**src/rtl/control_sequencer_if.sv**
```systemverilog
// Control/status bundle between the hardwired sequencer and the datapath it steers.
// The sequencer takes the master modport; the datapath (or a testbench) takes the slave modport.
interface control_sequencer_if;
   logic [31:0] ir_out;
   logic        con_ff;
   logic        mem_ready;
   logic        gra, grb, grc;
   logic        rin, rout, baout;
   logic        pc_out, pc_in, inc_pc;
   logic        mar_in, mdr_in, mdr_out;
   logic        read, write;
   logic        ir_in, y_in, z_in, zlo_out, c_out, con_in;
   logic [3:0]  alu_op;
   logic        run;
   logic        illegal;

   modport master (
      input  ir_out, con_ff, mem_ready,
      output gra, grb, grc, rin, rout, baout, pc_out, pc_in, inc_pc,
             mar_in, mdr_in, mdr_out, read, write,
             ir_in, y_in, z_in, zlo_out, c_out, con_in, alu_op, run, illegal
   );

   modport slave (
      output ir_out, con_ff, mem_ready,
      input  gra, grb, grc, rin, rout, baout, pc_out, pc_in, inc_pc,
             mar_in, mdr_in, mdr_out, read, write,
             ir_in, y_in, z_in, zlo_out, c_out, con_in, alu_op, run, illegal
   );
endinterface

```
**src/rtl/control_sequencer.sv**
```systemverilog
// Hardwired fetch/execute control unit, one control step per clock.
// Optional CTRL_ILLEGAL_TRAP_EN: undefined opcodes trap to HALT and latch illegal.
module control_sequencer #(
   parameter logic [3:0] ALU_ADD = 4'b0011,
   parameter logic [3:0] ALU_SUB = 4'b0100,
   parameter logic [3:0] ALU_AND = 4'b0101,
   parameter logic [3:0] ALU_OR  = 4'b0110
) (
   input logic                  clk,
   input logic                  reset,
   control_sequencer_if.master  bus_io
);

   localparam logic [4:0] OpLd   = 5'b00000;
   localparam logic [4:0] OpLdi  = 5'b00001;
   localparam logic [4:0] OpSt   = 5'b00010;
   localparam logic [4:0] OpAdd  = 5'b00011;
   localparam logic [4:0] OpSub  = 5'b00100;
   localparam logic [4:0] OpAnd  = 5'b00101;
   localparam logic [4:0] OpOr   = 5'b00110;
   localparam logic [4:0] OpAddi = 5'b01100;
   localparam logic [4:0] OpAndi = 5'b01101;
   localparam logic [4:0] OpOri  = 5'b01110;
   localparam logic [4:0] OpBr   = 5'b10010;
   localparam logic [4:0] OpJr   = 5'b10011;
   localparam logic [4:0] OpNop  = 5'b11010;
   localparam logic [4:0] OpHalt = 5'b11011;

   typedef enum logic [3:0] {
      StIdle, StT0, StT1, StT2, StT3, StT4, StT5, StT6, StT7, StHalt
   } state_e;

   state_e     state_q, state_d;
   logic       run_q;
   logic [4:0] op;
   logic       is_reg_alu, is_imm_alu, is_mem;
   logic [3:0] alu_sel;
   logic       unused_ir;

   assign op        = bus_io.ir_out[31:27];
   assign unused_ir = ^bus_io.ir_out[26:0];

   assign is_reg_alu = (op == OpAdd) || (op == OpSub) || (op == OpAnd) || (op == OpOr);
   assign is_imm_alu = (op == OpAddi) || (op == OpAndi) || (op == OpOri);
   assign is_mem     = (op == OpLd) || (op == OpLdi) || (op == OpSt);

   always_comb begin
      alu_sel = ALU_ADD;
      case (op)
         OpSub:          alu_sel = ALU_SUB;
         OpAnd, OpAndi:  alu_sel = ALU_AND;
         OpOr, OpOri:    alu_sel = ALU_OR;
         default:        alu_sel = ALU_ADD;
      endcase
   end

`ifdef CTRL_ILLEGAL_TRAP_EN
   logic illegal_q, illegal_d;
   logic op_defined;

   assign op_defined = is_reg_alu || is_imm_alu || is_mem || (op == OpBr) || (op == OpJr) ||
                       (op == OpNop) || (op == OpHalt);
`endif

   always_comb begin
      state_d        = state_q;
      bus_io.gra     = 1'b0;
      bus_io.grb     = 1'b0;
      bus_io.grc     = 1'b0;
      bus_io.rin     = 1'b0;
      bus_io.rout    = 1'b0;
      bus_io.baout   = 1'b0;
      bus_io.pc_out  = 1'b0;
      bus_io.pc_in   = 1'b0;
      bus_io.inc_pc  = 1'b0;
      bus_io.mar_in  = 1'b0;
      bus_io.mdr_in  = 1'b0;
      bus_io.mdr_out = 1'b0;
      bus_io.read    = 1'b0;
      bus_io.write   = 1'b0;
      bus_io.ir_in   = 1'b0;
      bus_io.y_in    = 1'b0;
      bus_io.z_in    = 1'b0;
      bus_io.zlo_out = 1'b0;
      bus_io.c_out   = 1'b0;
      bus_io.con_in  = 1'b0;
      bus_io.alu_op  = 4'b0000;
`ifdef CTRL_ILLEGAL_TRAP_EN
      illegal_d      = illegal_q;
`endif
      unique case (state_q)
         StIdle: state_d = StT0;
         StT0: begin
            bus_io.pc_out = 1'b1;
            bus_io.mar_in = 1'b1;
            bus_io.inc_pc = 1'b1;
            bus_io.z_in   = 1'b1;
            state_d       = StT1;
         end
         StT1: begin
            bus_io.zlo_out = 1'b1;
            bus_io.pc_in   = 1'b1;
            bus_io.read    = 1'b1;
            bus_io.mdr_in  = 1'b1;
            if (bus_io.mem_ready) state_d = StT2;
         end
         StT2: begin
            bus_io.mdr_out = 1'b1;
            bus_io.ir_in   = 1'b1;
            state_d        = StT3;
         end
         StT3: begin
            state_d = StT4;
            if (is_reg_alu || is_imm_alu) begin
               bus_io.grb  = 1'b1;
               bus_io.rout = 1'b1;
               bus_io.y_in = 1'b1;
            end else if (is_mem) begin
               bus_io.grb   = 1'b1;
               bus_io.baout = 1'b1;
               bus_io.y_in  = 1'b1;
            end else if (op == OpBr) begin
               bus_io.gra    = 1'b1;
               bus_io.rout   = 1'b1;
               bus_io.con_in = 1'b1;
            end else if (op == OpJr) begin
               bus_io.gra   = 1'b1;
               bus_io.rout  = 1'b1;
               bus_io.pc_in = 1'b1;
               state_d      = StT0;
            end else if (op == OpHalt) begin
               state_d = StHalt;
            end else begin
               state_d = StT0;
`ifdef CTRL_ILLEGAL_TRAP_EN
               if (!op_defined) begin
                  state_d   = StHalt;
                  illegal_d = 1'b1;
               end
`endif
            end
         end
         StT4: begin
            state_d = StT5;
            if (op == OpBr) begin
               bus_io.grb   = 1'b1;
               bus_io.rout  = 1'b1;
               bus_io.pc_in = bus_io.con_ff;
               state_d      = StT0;
            end else if (is_reg_alu) begin
               bus_io.grc    = 1'b1;
               bus_io.rout   = 1'b1;
               bus_io.z_in   = 1'b1;
               bus_io.alu_op = alu_sel;
            end else begin
               // Immediates and load/store address offsets both come from the C field.
               bus_io.c_out  = 1'b1;
               bus_io.z_in   = 1'b1;
               bus_io.alu_op = is_mem ? ALU_ADD : alu_sel;
            end
         end
         StT5: begin
            bus_io.zlo_out = 1'b1;
            if ((op == OpLd) || (op == OpSt)) begin
               bus_io.mar_in = 1'b1;
               state_d       = StT6;
            end else begin
               bus_io.gra = 1'b1;
               bus_io.rin = 1'b1;
               state_d    = StT0;
            end
         end
         StT6: begin
            if (op == OpSt) begin
               bus_io.gra    = 1'b1;
               bus_io.rout   = 1'b1;
               bus_io.mdr_in = 1'b1;
               state_d       = StT7;
            end else begin
               bus_io.read   = 1'b1;
               bus_io.mdr_in = 1'b1;
               if (bus_io.mem_ready) state_d = StT7;
            end
         end
         StT7: begin
            if (op == OpSt) begin
               bus_io.write = 1'b1;
               if (bus_io.mem_ready) state_d = StT0;
            end else begin
               bus_io.mdr_out = 1'b1;
               bus_io.gra     = 1'b1;
               bus_io.rin     = 1'b1;
               state_d        = StT0;
            end
         end
         StHalt: state_d = StHalt;
         default: state_d = StIdle;
      endcase
   end

   always_ff @(posedge clk or posedge reset) begin
      if (reset) begin
         state_q <= StIdle;
         run_q   <= 1'b0;
      end else begin
         state_q <= state_d;
         // Registered from next state so run lines up with the step it describes.
         run_q   <= (state_d != StIdle) && (state_d != StHalt);
      end
   end

   assign bus_io.run = run_q;

`ifdef CTRL_ILLEGAL_TRAP_EN
   always_ff @(posedge clk or posedge reset) begin
      if (reset) illegal_q <= 1'b0;
      else       illegal_q <= illegal_d;
   end

   assign bus_io.illegal = illegal_q;
`else
   assign bus_io.illegal = 1'b0;
`endif

endmodule

```
**src/flat_wrapper.sv**
```systemverilog
// flat-port wrapper written by rule: the top's interface ports become plain ports
module control_sequencer_flat 
#(
   parameter logic [3:0] ALU_ADD = 4'b0011,
   parameter logic [3:0] ALU_SUB = 4'b0100,
   parameter logic [3:0] ALU_AND = 4'b0101,
   parameter logic [3:0] ALU_OR  = 4'b0110
)
  (clk, reset, bus_io_ir_out, bus_io_con_ff, bus_io_mem_ready, bus_io_gra, bus_io_grb, bus_io_grc, bus_io_rin, bus_io_rout, bus_io_baout, bus_io_pc_out, bus_io_pc_in, bus_io_inc_pc, bus_io_mar_in, bus_io_mdr_in, bus_io_mdr_out, bus_io_read, bus_io_write, bus_io_ir_in, bus_io_y_in, bus_io_z_in, bus_io_zlo_out, bus_io_c_out, bus_io_con_in, bus_io_alu_op, bus_io_run, bus_io_illegal);
  control_sequencer_if bus_io_i ();
  input logic clk;
  input logic reset;
  input wire logic [$bits(bus_io_i.ir_out)-1:0] bus_io_ir_out;
  input wire logic [$bits(bus_io_i.con_ff)-1:0] bus_io_con_ff;
  input wire logic [$bits(bus_io_i.mem_ready)-1:0] bus_io_mem_ready;
  output wire logic [$bits(bus_io_i.gra)-1:0] bus_io_gra;
  output wire logic [$bits(bus_io_i.grb)-1:0] bus_io_grb;
  output wire logic [$bits(bus_io_i.grc)-1:0] bus_io_grc;
  output wire logic [$bits(bus_io_i.rin)-1:0] bus_io_rin;
  output wire logic [$bits(bus_io_i.rout)-1:0] bus_io_rout;
  output wire logic [$bits(bus_io_i.baout)-1:0] bus_io_baout;
  output wire logic [$bits(bus_io_i.pc_out)-1:0] bus_io_pc_out;
  output wire logic [$bits(bus_io_i.pc_in)-1:0] bus_io_pc_in;
  output wire logic [$bits(bus_io_i.inc_pc)-1:0] bus_io_inc_pc;
  output wire logic [$bits(bus_io_i.mar_in)-1:0] bus_io_mar_in;
  output wire logic [$bits(bus_io_i.mdr_in)-1:0] bus_io_mdr_in;
  output wire logic [$bits(bus_io_i.mdr_out)-1:0] bus_io_mdr_out;
  output wire logic [$bits(bus_io_i.read)-1:0] bus_io_read;
  output wire logic [$bits(bus_io_i.write)-1:0] bus_io_write;
  output wire logic [$bits(bus_io_i.ir_in)-1:0] bus_io_ir_in;
  output wire logic [$bits(bus_io_i.y_in)-1:0] bus_io_y_in;
  output wire logic [$bits(bus_io_i.z_in)-1:0] bus_io_z_in;
  output wire logic [$bits(bus_io_i.zlo_out)-1:0] bus_io_zlo_out;
  output wire logic [$bits(bus_io_i.c_out)-1:0] bus_io_c_out;
  output wire logic [$bits(bus_io_i.con_in)-1:0] bus_io_con_in;
  output wire logic [$bits(bus_io_i.alu_op)-1:0] bus_io_alu_op;
  output wire logic [$bits(bus_io_i.run)-1:0] bus_io_run;
  output wire logic [$bits(bus_io_i.illegal)-1:0] bus_io_illegal;
  assign bus_io_i.ir_out = bus_io_ir_out;
  assign bus_io_i.con_ff = bus_io_con_ff;
  assign bus_io_i.mem_ready = bus_io_mem_ready;
  assign bus_io_gra = bus_io_i.gra;
  assign bus_io_grb = bus_io_i.grb;
  assign bus_io_grc = bus_io_i.grc;
  assign bus_io_rin = bus_io_i.rin;
  assign bus_io_rout = bus_io_i.rout;
  assign bus_io_baout = bus_io_i.baout;
  assign bus_io_pc_out = bus_io_i.pc_out;
  assign bus_io_pc_in = bus_io_i.pc_in;
  assign bus_io_inc_pc = bus_io_i.inc_pc;
  assign bus_io_mar_in = bus_io_i.mar_in;
  assign bus_io_mdr_in = bus_io_i.mdr_in;
  assign bus_io_mdr_out = bus_io_i.mdr_out;
  assign bus_io_read = bus_io_i.read;
  assign bus_io_write = bus_io_i.write;
  assign bus_io_ir_in = bus_io_i.ir_in;
  assign bus_io_y_in = bus_io_i.y_in;
  assign bus_io_z_in = bus_io_i.z_in;
  assign bus_io_zlo_out = bus_io_i.zlo_out;
  assign bus_io_c_out = bus_io_i.c_out;
  assign bus_io_con_in = bus_io_i.con_in;
  assign bus_io_alu_op = bus_io_i.alu_op;
  assign bus_io_run = bus_io_i.run;
  assign bus_io_illegal = bus_io_i.illegal;
  control_sequencer #(.ALU_ADD(ALU_ADD), .ALU_SUB(ALU_SUB), .ALU_AND(ALU_AND), .ALU_OR(ALU_OR)) u_core (.clk(clk), .reset(reset), .bus_io(bus_io_i));
endmodule
```
**config.mk**
```make
export PLATFORM = sky130hd
export DESIGN_NAME = control_sequencer_flat
export DESIGN_NICKNAME = d
export VERILOG_FILES = /design/src/rtl/control_sequencer_if.sv /design/src/rtl/control_sequencer.sv /design/src/flat_wrapper.sv
export SDC_FILE = /design/constraint.sdc
export NUM_CORES = 1
export LEC_CHECK = 0
export CAP_MARGIN = 20
export CORE_MARGIN = 3
export CORE_UTILIZATION = 39
export CTS_BUF_LIST = sky130_fd_sc_hd__clkbuf_4
export DETAILED_ROUTE_END_ITERATION = 10
export GPL_ROUTABILITY_DRIVEN = 0
export PLACE_DENSITY = 0.95
export SLEW_MARGIN = 25
export SYNTH_ARGS = -nofsm -noshare
export SYNTH_HDL_FRONTEND = slang
export SYNTH_SLANG_ARGS = --single-unit
```
**constraint.sdc**
```tcl
create_clock -name clk -period 3 [get_ports clk]
set_clock_uncertainty 0.1 [all_clocks]
set_input_delay 0.6 -clock clk [delete_from_list [all_inputs] [get_ports clk]]
set_output_delay 0.6 -clock clk [all_outputs]
set_load 0.1 [all_outputs]
```
==> results.toml <==
[synthesis]
yosys_warnings = 0
syn_area_sq_um = 906
ys_seq_area_share_pct = 13.8
netlist-cell-type-count = 47
netlist_instances = 132
avgSynthCellArea_sq_um = 6.86
synth-edff-count = 0
yosys_register_bits = 5
async_flop_share_pct = 100
ys.flop_type = "dfrtp_1"

[sta]
slew_viol_final = 0
rsz0062_at_grt = "no"
max_freq_ghz = 0.341
setup_tns_ps = 0
layout_setup_ws_ps = 69.8
setup_viol = 0
hold_violations = 0
min_period_ps = 2930
relSlewSlack_pct = 66.2
finalCritPeriodShare_pct = 97.7
worst_pin_slew_ps = 507

[power_and_ir_drop]
power.internal_uw = 637
comb_power_share_pct = 87.0
cellPowerDensity_nw_per_um2 = 1080
power_leakage_nw = 0.740
p_sw_share_pct = 65.5
p_seq_share_pct = 8.1
p_switching_mw = 1.21
clkPwrFrac_pct = 4.9
peakVddDrop_v = 0.000815

[setup_path]
crit_type = "primary input to primary output"
critPathMaxFanout = 13
reg2reg_slack_ps = 740
cp.required_ps = 2300
cp-start-kind = "primary input"
timing.rr.start = "u_core.state_q[0]"
cp-end-kind = "primary output"
r2r_end = "u_core.bus_io.run"
reg2regPathDepth = 6
arrival_ps = 2230

[clocking]
cts_buffers = 3
htreeDepth = 1
cts-root-buf = "clkbuf_4"
cts.clk_slew.worst_paths_ps = 50
cts_hold_buf = 0
cts_tree = "yes"
cts_buffer_depth = 2
insertion_delay_ps = 240
cts_sinks = 5

[finish]
final_cell_mix = "buf_4, buf_12, nand2_1"
final_common_cell = "buf_4"
insertedDiodeCount = 0
final_nets = 221
area_growth_pct = 88.3
drive_gt1_share_pct = 50.5
final_cell_count_no_fill = 211

[hold_path]
hold_path.class = "primary input to async pin"

[outcome]
outcome = "complete, no violations"

[drt]
drc = 0
viasPerCell = 6.22
ant_nets = 0
drt_pass1_iterations = 7
wl_per_cell_um = 18.3
totalWireLength_um = 3870
first_iter_violations = 67
via_count = 1313

[grt]
grt_pass1_vias = 1349
grt_first_pass_wirelength_um = 6160
track_usage_pct = 28.5
grt_max_degree = 17
antenna_found_initial = 0
gr-total-overflow = 0

[floorplanning]
ioPinCount = 62
die_area_sq_um = 2940
fp-row-count = 16
die_w_um = 54.2
die-height_um = 54.2
coreArea_sq_um = 2080
initial_core_util_pct = 43.5

[place]
port_buffers = 32
hpwl_um = 2730
dp_cells = 205
post-place-ws_ps = -112

[flow_run]
maxCapViolCount = 0
==> kinds of logic after synthesis <==
| kind of cell | share of synthesized area, % |
|---|---|
| AND/OR/NAND/NOR | 43.4 |
| AO/OA/AOI/OAI | 27.1 |
| buffers and inverters | 13.1 |
| flip-flops | 13.8 |
| XOR/XNOR | 0.967 |
| multiplexers | 1.24 |
| other | 0.414 |
==> layout make-up <==
class | count | area (sq um)
fill | 116 | 377
clock buffer | 4 | 30.0
timing repair buffer | 60 | 698
sequential | 5 | 125
multi-input combinational | 110 | 800
inverter | 5 | 18.8
tap | 27 | 33.8
==> Yosys cell counts, types with 2 or more instances <==
| cell | number | area, sq um |
|---|---|---|
| a211oi_1 | 2 | 15.0 |
| a21oi_1 | 9 | 45.0 |
| a31oi_1 | 5 | 31.3 |
| and2b_2 | 2 | 17.5 |
| and3_1 | 2 | 12.5 |
| buf_2 | 2 | 10.0 |
| buf_4 | 5 | 37.5 |
| buf_6 | 4 | 45.0 |
| clkbuf_1 | 2 | 7.51 |
| dfrtp_1 | 5 | 125 |
| inv_1 | 5 | 18.8 |
| nand2_1 | 14 | 52.6 |
| nand2b_1 | 6 | 37.5 |
| nand3_1 | 2 | 10.0 |
| nor2_1 | 17 | 63.8 |
| nor2_2 | 2 | 12.5 |
| nor2b_1 | 2 | 12.5 |
| nor3_1 | 7 | 35.0 |
| o21ai_0 | 8 | 40.0 |
| o22ai_1 | 2 | 12.5 |
| or2_2 | 3 | 18.8 |
==> power by group through the flow <==
stage	Combinational, mW	Sequential [mW]	Clock (mW)
floorplan	1.09	0.165	0
global placement	1.51	0.138	0
detailed placement	1.55	0.140	0
CTS	1.57	0.143	0.0881
global route	1.67	0.153	0.0949
finish	1.61	0.149	0.0899
==> stage by stage <==
step / total power, mW / utilization [%] / cell area [sq um] / hold slack [ps]
after global placement: 1.65 / 77.0 / 1600 / 552
after global routing: 1.92 / 81.9 / 1710 / 466
after CTS: 1.81 / 79.9 / 1660 / 457
final: 1.85 / 81.9 / 1710 / 452
after floorplan: 1.26 / - / 988 / 279
after detailed placement: 1.69 / 77.0 / 1600 / 590
==> how the worst max path moves through the flow <==
stage,start,to,slack [ps],cells past startpoint
4_1_cts,bus_io_ir_out[27],bus_io_mar_in,-5,6
3_3_place_gp,bus_io_ir_out[29],bus_io_rout,-40,5
5_1_grt,bus_io_ir_out[29],bus_io_rout,5,8
6_report,bus_io_ir_out[28],bus_io_rout,70,6
3_5_place_dp,bus_io_ir_out[29],bus_io_gra,-110,8
2_1_floorplan,bus_io_ir_out[31],bus_io_gra,-390,6
==> flip-flops by register name, summed over array words and instances, names as in the netlist <==
register,flops
u_core.state_q,4
u_core.bus_io.run,1
==> routing by layer <==
| metal | wire length [um] | up-vias | GRT usage (%) |
|---|---|---|---|
| met5 | 0 | - | 0 |
| met4 | 158 | 0 | 13.3 |
| met3 | 321 | 26 | 3.32 |
| met2 | 2070 | 114 | 53.2 |
| met1 | 1320 | 604 | 31.3 |
| li1 | - | 569 | - |
==> repair_timing <==
item                       4_1_cts  5_1_grt
setup endpoints to repair        7       10
pin swaps                        2        3
gates resized for setup          8        8
buffers inserted                 1        1
==> worst max-delay path, stage by stage <==
cell	delay (ps)
clkdlybuf4s50_1	430
buf_4	190
mux2_2	270
o22a_2	250
o311ai_4	260
buf_12	220
Note: power is estimated with default switching activity, not from simulation.
